===== src/rtl/fetch_pkg.sv =====
// Shared types and constants for the fetch0 address generator.
package fetch_pkg;

  localparam int unsigned ADDR_W          = 30;
  localparam int unsigned ASID_W          = 9;
  localparam int unsigned MAX_FETCH_WORDS = 8;
  localparam int unsigned MAX_EPOCH_BITS  = 8;
  localparam int unsigned OFF_W           = 3;

  // Redirect source priority: lower index wins.
  typedef enum int unsigned {
    REDIR_CSR = 0,
    REDIR_DE  = 1
  } redir_src_e;

  typedef enum logic [1:0] {
    ST_RUN     = 2'd0,
    ST_HOLD    = 2'd1,
    ST_INHIBIT = 2'd2
  } fe0_state_e;

  typedef struct packed {
    logic [ADDR_W-1:0]          addr;
    logic [MAX_FETCH_WORDS-1:0] mask;
    logic [MAX_EPOCH_BITS-1:0]  epoch;
    logic                       spec;
  } fetch_req_t;

  // Words at or above the entry offset within the block are live.
  function automatic logic [MAX_FETCH_WORDS-1:0] word_mask(input logic [OFF_W-1:0] off);
    return ~((MAX_FETCH_WORDS'(1) << off) - MAX_FETCH_WORDS'(1));
  endfunction

endpackage


===== src/rtl/fetch_redir_arb.sv =====
// Fixed-priority one-hot select over redirect sources; index 0 wins.
module fetch_redir_arb #(
  parameter int unsigned N = 2
) (
  input  logic [N-1:0] valid,
  output logic [N-1:0] grant,
  output logic         any
);

  always_comb begin
    grant = '0;
    any   = 1'b0;
    for (int i = 0; i < int'(N); i++) begin
      if (valid[i] && !any) begin
        grant[i] = 1'b1;
        any      = 1'b1;
      end
    end
  end

endmodule


===== src/rtl/fetch_pcgen.sv =====
// Fetch0 address generator: one aligned multi-word icache request per cycle,
// prioritised redirects with stall buffering, epoch and speculation tagging.
module fetch_pcgen
  import fetch_pkg::*;
#(
  parameter int unsigned FETCH_WORDS  = 2,
  parameter int unsigned NUM_REDIRECT = 2,
  parameter int unsigned EPOCH_BITS   = 3,
  parameter logic [31:0] RESET_PC     = 32'h0000_0000
) (
  input  logic                           clk_core,
  input  logic                           reset,
  input  logic                           fe1_stall,
  input  logic                           csr_fe_inhibit,
  input  logic [31:0]                    csr_satp,
  input  logic [NUM_REDIRECT-1:0]        redir_valid,
  input  logic [NUM_REDIRECT*ADDR_W-1:0] redir_pc,
  input  logic [NUM_REDIRECT-1:0]        redir_spec,
  input  logic                           spec_resolve,
  output logic                           fe0_read_req,
  output logic                           fe0_valid,
  output logic [ADDR_W-1:0]              fe0_read_addr,
  output logic [FETCH_WORDS-1:0]         fe0_read_mask,
  output logic [ASID_W-1:0]              fe0_read_asid,
  output logic [EPOCH_BITS-1:0]          fe0_epoch,
  output logic                           fe0_speculative
);

  localparam logic [ADDR_W-1:0] BLK_MASK = ADDR_W'(FETCH_WORDS - 1);

  fe0_state_e              state_q, state_d;
  logic [ADDR_W-1:0]       pc_q, pc_d;
  logic [ADDR_W-1:0]       pend_pc_q, pend_pc_d;
  logic                    pend_valid_q, pend_valid_d;
  logic                    pend_spec_q, pend_spec_d;
  logic [EPOCH_BITS-1:0]   epoch_q, epoch_d;
  logic                    spec_q, spec_d;

  logic [NUM_REDIRECT-1:0] sel_grant;
  logic                    sel_any;
  logic [ADDR_W-1:0]       sel_pc;
  logic                    sel_spec;
  logic                    have_pend;
  logic                    issue;
  logic [ADDR_W-1:0]       target;
  logic [ADDR_W-1:0]       blk_addr;
  logic [OFF_W-1:0]        off;
  fetch_req_t              req;

  fetch_redir_arb #(.N(NUM_REDIRECT)) u_arb (
    .valid (redir_valid),
    .grant (sel_grant),
    .any   (sel_any)
  );

  // One-hot mux of the winning source's target and speculative bit.
  always_comb begin
    sel_pc   = '0;
    sel_spec = 1'b0;
    for (int i = 0; i < int'(NUM_REDIRECT); i++) begin
      if (sel_grant[i]) begin
        sel_pc   = redir_pc[i*ADDR_W +: ADDR_W];
        sel_spec = redir_spec[i];
      end
    end
  end

  always_comb begin
    state_d      = ST_RUN;
    pc_d         = pc_q;
    pend_pc_d    = pend_pc_q;
    pend_valid_d = pend_valid_q;
    pend_spec_d  = pend_spec_q;
    epoch_d      = epoch_q;
    spec_d       = spec_q;
    req          = '0;

    have_pend = pend_valid_q && (state_q != ST_RUN);
    issue     = ~fe1_stall & ~csr_fe_inhibit & ~reset;
    target    = sel_any ? sel_pc : (have_pend ? pend_pc_q : pc_q);
    blk_addr  = target & ~BLK_MASK;
    off       = OFF_W'(target & BLK_MASK);

    // A live redirect bumps the epoch; resolve only clears non-redirect speculation.
    if (sel_any) begin
      epoch_d = epoch_q + EPOCH_BITS'(1);
      spec_d  = sel_spec;
    end else begin
      spec_d      = (have_pend ? pend_spec_q : spec_q) & ~spec_resolve;
      pend_spec_d = pend_spec_q & ~spec_resolve;
    end

    if (issue) begin
      pc_d         = blk_addr + ADDR_W'(FETCH_WORDS);
      pend_valid_d = 1'b0;
    end else if (sel_any) begin
      pend_valid_d = 1'b1;
      pend_pc_d    = sel_pc;
      pend_spec_d  = sel_spec;
    end

    if (csr_fe_inhibit) begin
      state_d = ST_INHIBIT;
    end else if (pend_valid_d) begin
      state_d = ST_HOLD;
    end

    req.addr = blk_addr;
    if (!reset) begin
      req.mask  = word_mask(off);
      req.epoch = MAX_EPOCH_BITS'(epoch_d);
      req.spec  = spec_d;
    end
  end

  always_ff @(posedge clk_core) begin
    if (reset) begin
      state_q      <= ST_RUN;
      pc_q         <= RESET_PC[31:2];
      pend_pc_q    <= '0;
      pend_valid_q <= 1'b0;
      pend_spec_q  <= 1'b0;
      epoch_q      <= '0;
      spec_q       <= 1'b0;
    end else begin
      state_q      <= state_d;
      pc_q         <= pc_d;
      pend_pc_q    <= pend_pc_d;
      pend_valid_q <= pend_valid_d;
      pend_spec_q  <= pend_spec_d;
      epoch_q      <= epoch_d;
      spec_q       <= spec_d;
    end
  end

  assign fe0_read_req    = issue;
  assign fe0_valid       = issue;
  assign fe0_read_addr   = req.addr;
  assign fe0_read_mask   = req.mask[FETCH_WORDS-1:0];
  assign fe0_read_asid   = csr_satp[30:22];
  assign fe0_epoch       = req.epoch[EPOCH_BITS-1:0];
  assign fe0_speculative = req.spec;

  // Struct upper lanes and non-ASID satp bits are intentionally dropped.
  logic unused_bits;
  assign unused_bits = ^{req, csr_satp[31], csr_satp[21:0]};

endmodule


===== config.mk =====
export PLATFORM = sky130hd
export DESIGN_NAME = fetch_pcgen
export DESIGN_NICKNAME = d
export VERILOG_FILES = /design/src/rtl/fetch_pkg.sv /design/src/rtl/fetch_redir_arb.sv /design/src/rtl/fetch_pcgen.sv
export SDC_FILE = /design/constraint.sdc
export NUM_CORES = 1
export LEC_CHECK = 0
export CORE_AREA = 4 4 98 100
export DETAILED_ROUTE_END_ITERATION = 8
export DIE_AREA = 0 0 102 104
export PLACE_DENSITY = 0.81
export REMOVE_ABC_BUFFERS = 1
export SLEW_MARGIN = 20
export SYNTH_ARGS = -nofsm -noshare
export SYNTH_HDL_FRONTEND = slang
export SYNTH_SLANG_ARGS = --single-unit
export TNS_END_PERCENT = 1

===== constraint.sdc =====
create_clock -name clk_core -period 3.4 [get_ports clk_core]
set_clock_uncertainty 0.05 [all_clocks]
set_input_delay 1.02 -clock clk_core [delete_from_list [all_inputs] [get_ports clk_core]]
set_output_delay 1.02 -clock clk_core [all_outputs]
set_load 0.01 [all_outputs]

==> run_results.csv <==
group,metric,value,unit
run_status,status,"complete, but fails checks",
run_status,violations,"negative setup slack",
sta,fin_crit,3.42,ns
pwr,p_per_area,373,nW/µm²
sta,fin_crit_sh,101,%
die,die_h,104,µm
pwr,sw_frac_of_total,29.0,%
logic_synthesis,ys_seq_area_share,34.6,%
worst_setup_path,worstPathRequired,2.33,ns
cts,numCtsBuffers,9,
cells_and_area,diodes,0,
cts,ctsHoldBuffers,0,
place,dpl.hpwl,8760,µm
route,wl_per_cell,18.1,µm
logic_synthesis,yosysTopAreaCell,"dfxtp_1",
pwr,p_sw,606,µW
cells_and_area,fillCellCount,766,
pwr,power,2090,µW
die,die_width,102,µm
logic_synthesis,ys_seq_elements,67,
place,io_buffer_count,105,
logic_synthesis,synth_top_area_share,34.6,%
pwr,clkPwrFrac,31.7,%
cells_and_area,drive_above_1_share,24.9,%
sta,maxSlewViolCount,0,
grt,overflow,0,
sta,worstMarginPinSlew,0.611,ns
cells_and_area,final_common_cell,"buf_4",
pwr,power_leakage,0.00236,µW
cells_and_area,mostFrequentLayoutCells,"buf_4, nor2_1, dfxtp_1",
sta,fin_ws,-0.0229,ns
grt,grt_pass1_wl,20500,µm
cts,cts_sinks,67,
cells_and_area,num-nets-final,712,
pwr,irDropWorstVdd,0.197,mV
sta,fin_hold_ws,0.407,ns
cts,cts_max_level,3,
cells_and_area,final_util,64.6,%
cells_and_area,multi_input_area,2290,µm²
route,drc,0,
worst_setup_path,endpoint_kind,"output port",
cts,insertion_delay,0.35,ns
sta,hold_violations,0,
route,finalWirelength,13100,µm
cts,cts_tree,"yes",
worst_setup_path,crit_type,"in2out",
sta,max_slew_margin,59.3,%
logic_synthesis,yosysUniqueCellTypes,57,
logic_synthesis,avgSynthCellArea,8.45,µm²
worst_setup_path,crit_arrival,2.35,ns
logic_synthesis,netlist_instances,459,
logic_synthesis,synthArstFlopShare,0,%
pwr,p_int,1480,µW
die,core,8680,µm²
pwr,seqPwrFrac,41.9,%
logic_synthesis,ys_warn_count,0,
sta,max_freq,0.292,GHz
grt,gr-usage-all-layers,24.2,%
route,vias_per_cell,5.91,
cells_and_area,final_cells,722,
worst_setup_path,reg2reg_from,"pend_valid_q",
place,place_inst,697,
cts,root_buffer,"clkbuf_8",
route,drt_iter0_drc,250,
grt,grt_max_degree,60,
route,ant_nets,0,
worst_setup_path,critPathMaxFanout,9,
die,design.portCount,148,
logic_synthesis,synth_area_leaders,"dfxtp_1, nor2_1, a22o_1",
worst_setup_path,startpoint,"redir_valid[0]",
logic_synthesis,synthFlopType,"dfxtp_1",
min_path,hold_path_class,"reg2reg",
die,die_area,10600,µm²
cts,clk_path_buf_depth,2,
worst_setup_path,startpoint_type,"input pin",
place,dp_slack,-0.857,ns
die,rows,34,
flow_run,cap_viol_max_count,0,
die,initial_utilization,44.7,%
cells_and_area,register_area,1340,µm²
grt,antenna_found_initial,0,
route,routed-via-count,4270,
route,first_pass_iters,5,
sta,rsz0062_at_grt,"yes",
logic_synthesis,synthesis.area,3880,µm²
min_path,hp-start,"pc_q[2]",
logic_synthesis,synth_edf_count,0,
place,finalWeightedCongestion,0.847,
cts,path_clk_slew,0.07,ns
cells_and_area,area_growth_syn_to_layout,44.5,%
grt,grt_pass1_vias,4156,
pwr,comb_power_share,26.4,%
sta,setup_violations,1,
## critical path: stages
cell	delay [ns]
clkbuf_4	0.17
or2_4	0.24
nor2_8	0.06
buf_4	0.15
buf_12	0.14
a221o_1	0.32
clkdlybuf4s15_1	0.24
## power by group through the flow
stage / registers (µW) / clock network (µW) / logic (µW)
2_1_floorplan: 882 / 0 / 253
3_3_place_gp: 886 / 0 / 546
3_5_place_dp: 890 / 0 / 561
4_1_cts: 873 / 664 / 550
5_1_grt: 878 / 702 / 594
6_report: 875 / 663 / 551
## sequential cells by signal, indices dropped and copies added (netlist names)
| name | flops |
|---|---|
| epoch_q | 3 |
| pc_q | 29 |
| pend_pc_q | 30 |
| pend_spec_q | 1 |
| pend_valid_q | 1 |
| spec_q | 1 |
| state_q | 2 |
## synth_stat cells, types with 2 or more instances
cell / number
mux2i_1: 5
nand2_1: 21
nand3_2: 2
a221o_1: 16
xor2_1: 3
nand3b_1: 2
o21a_1: 2
o21ai_1: 3
xnor2_1: 10
o31ai_1: 7
and4_1: 7
and3_1: 4
a211oi_1: 5
a31o_2: 2
o31ai_2: 2
buf_1: 2
buf_4: 14
nand3_1: 33
a221o_2: 6
nor3b_1: 2
ha_1: 2
nor4b_1: 2
nand4_1: 7
buf_6: 5
clkbuf_1: 22
nand4_2: 2
a22oi_1: 6
a21oi_1: 6
o21ai_0: 14
buf_2: 6
nor2_1: 76
inv_1: 3
dfxtp_1: 67
nor4_1: 2
a221o_4: 2
nor2b_1: 3
a311o_1: 3
nor3_1: 31
a31oi_1: 9
a22o_1: 25
nor2_8: 2
## layer usage
metal | part of all wire, % | GRT usage (%) | routed length, µm
met5 | 0 | 0 | 0
met4 | 2.3 | 7.78 | 306
met3 | 8.8 | 6.64 | 1150
met2 | 49 | 40.4 | 6390
met1 | 40 | 29.7 | 5220
## kinds of logic (layout without fill, tap and decap cells)
kind of cell | Yosys count | after routing | share of synthesized area (%)
fa+ha+maj | 2 | 2 | 0.645
compound gates | 113 | 113 | 24.6
xor+xnor | 13 | 13 | 2.94
other cells | 1 | 1 | 0.0967
flops | 67 | 67 | 34.6
mux | 5 | 5 | 1.29
simple gates | 206 | 207 | 28.3
buf+inv | 52 | 206 | 7.55
## stage by stage
step | instance area [µm²] | setup TNS (ns)
2_1_floorplan | 3600 | -29.35
6_report | 5600 | -0.0229
3_3_place_gp | 5400 | -33.63
4_1_cts | 5670 | -4.01
3_5_place_dp | 5400 | -36.74
5_1_grt | 5600 | -0.0503
## final timing paths
kind | endpoint | slack [ns] | cells past startpoint
hold reg to reg | pc_q[2] | 0.41 | 2
setup reg to reg | pc_q[27] | 0.72 | 12
setup / recovery | fe0_read_addr[2] | -0.02 | 7
hold / removal | pc_q[2] | 0.41 | 2
## repair_timing
item | in CTS | in global routing
endpoints found under the hold margin | 0 | 0
pin swaps | 5 | 1
setup buffers | 8 | 0
setup endpoints to repair | 57 | 33
gates cloned | 1 | 0
gates resized for setup | 61 | 45
## layout make-up
type / instances / share of cell area (%)
tap: 108 / 2.41
multi-input combinational: 341 / 40.9
sequential: 67 / 23.9
timing repair buffer: 187 / 29.2
clock buffer: 14 / 2.72
inverter: 3 / 0.201
clock inverter: 2 / 0.625
Note: power is estimated with default switching activity, not from simulation.
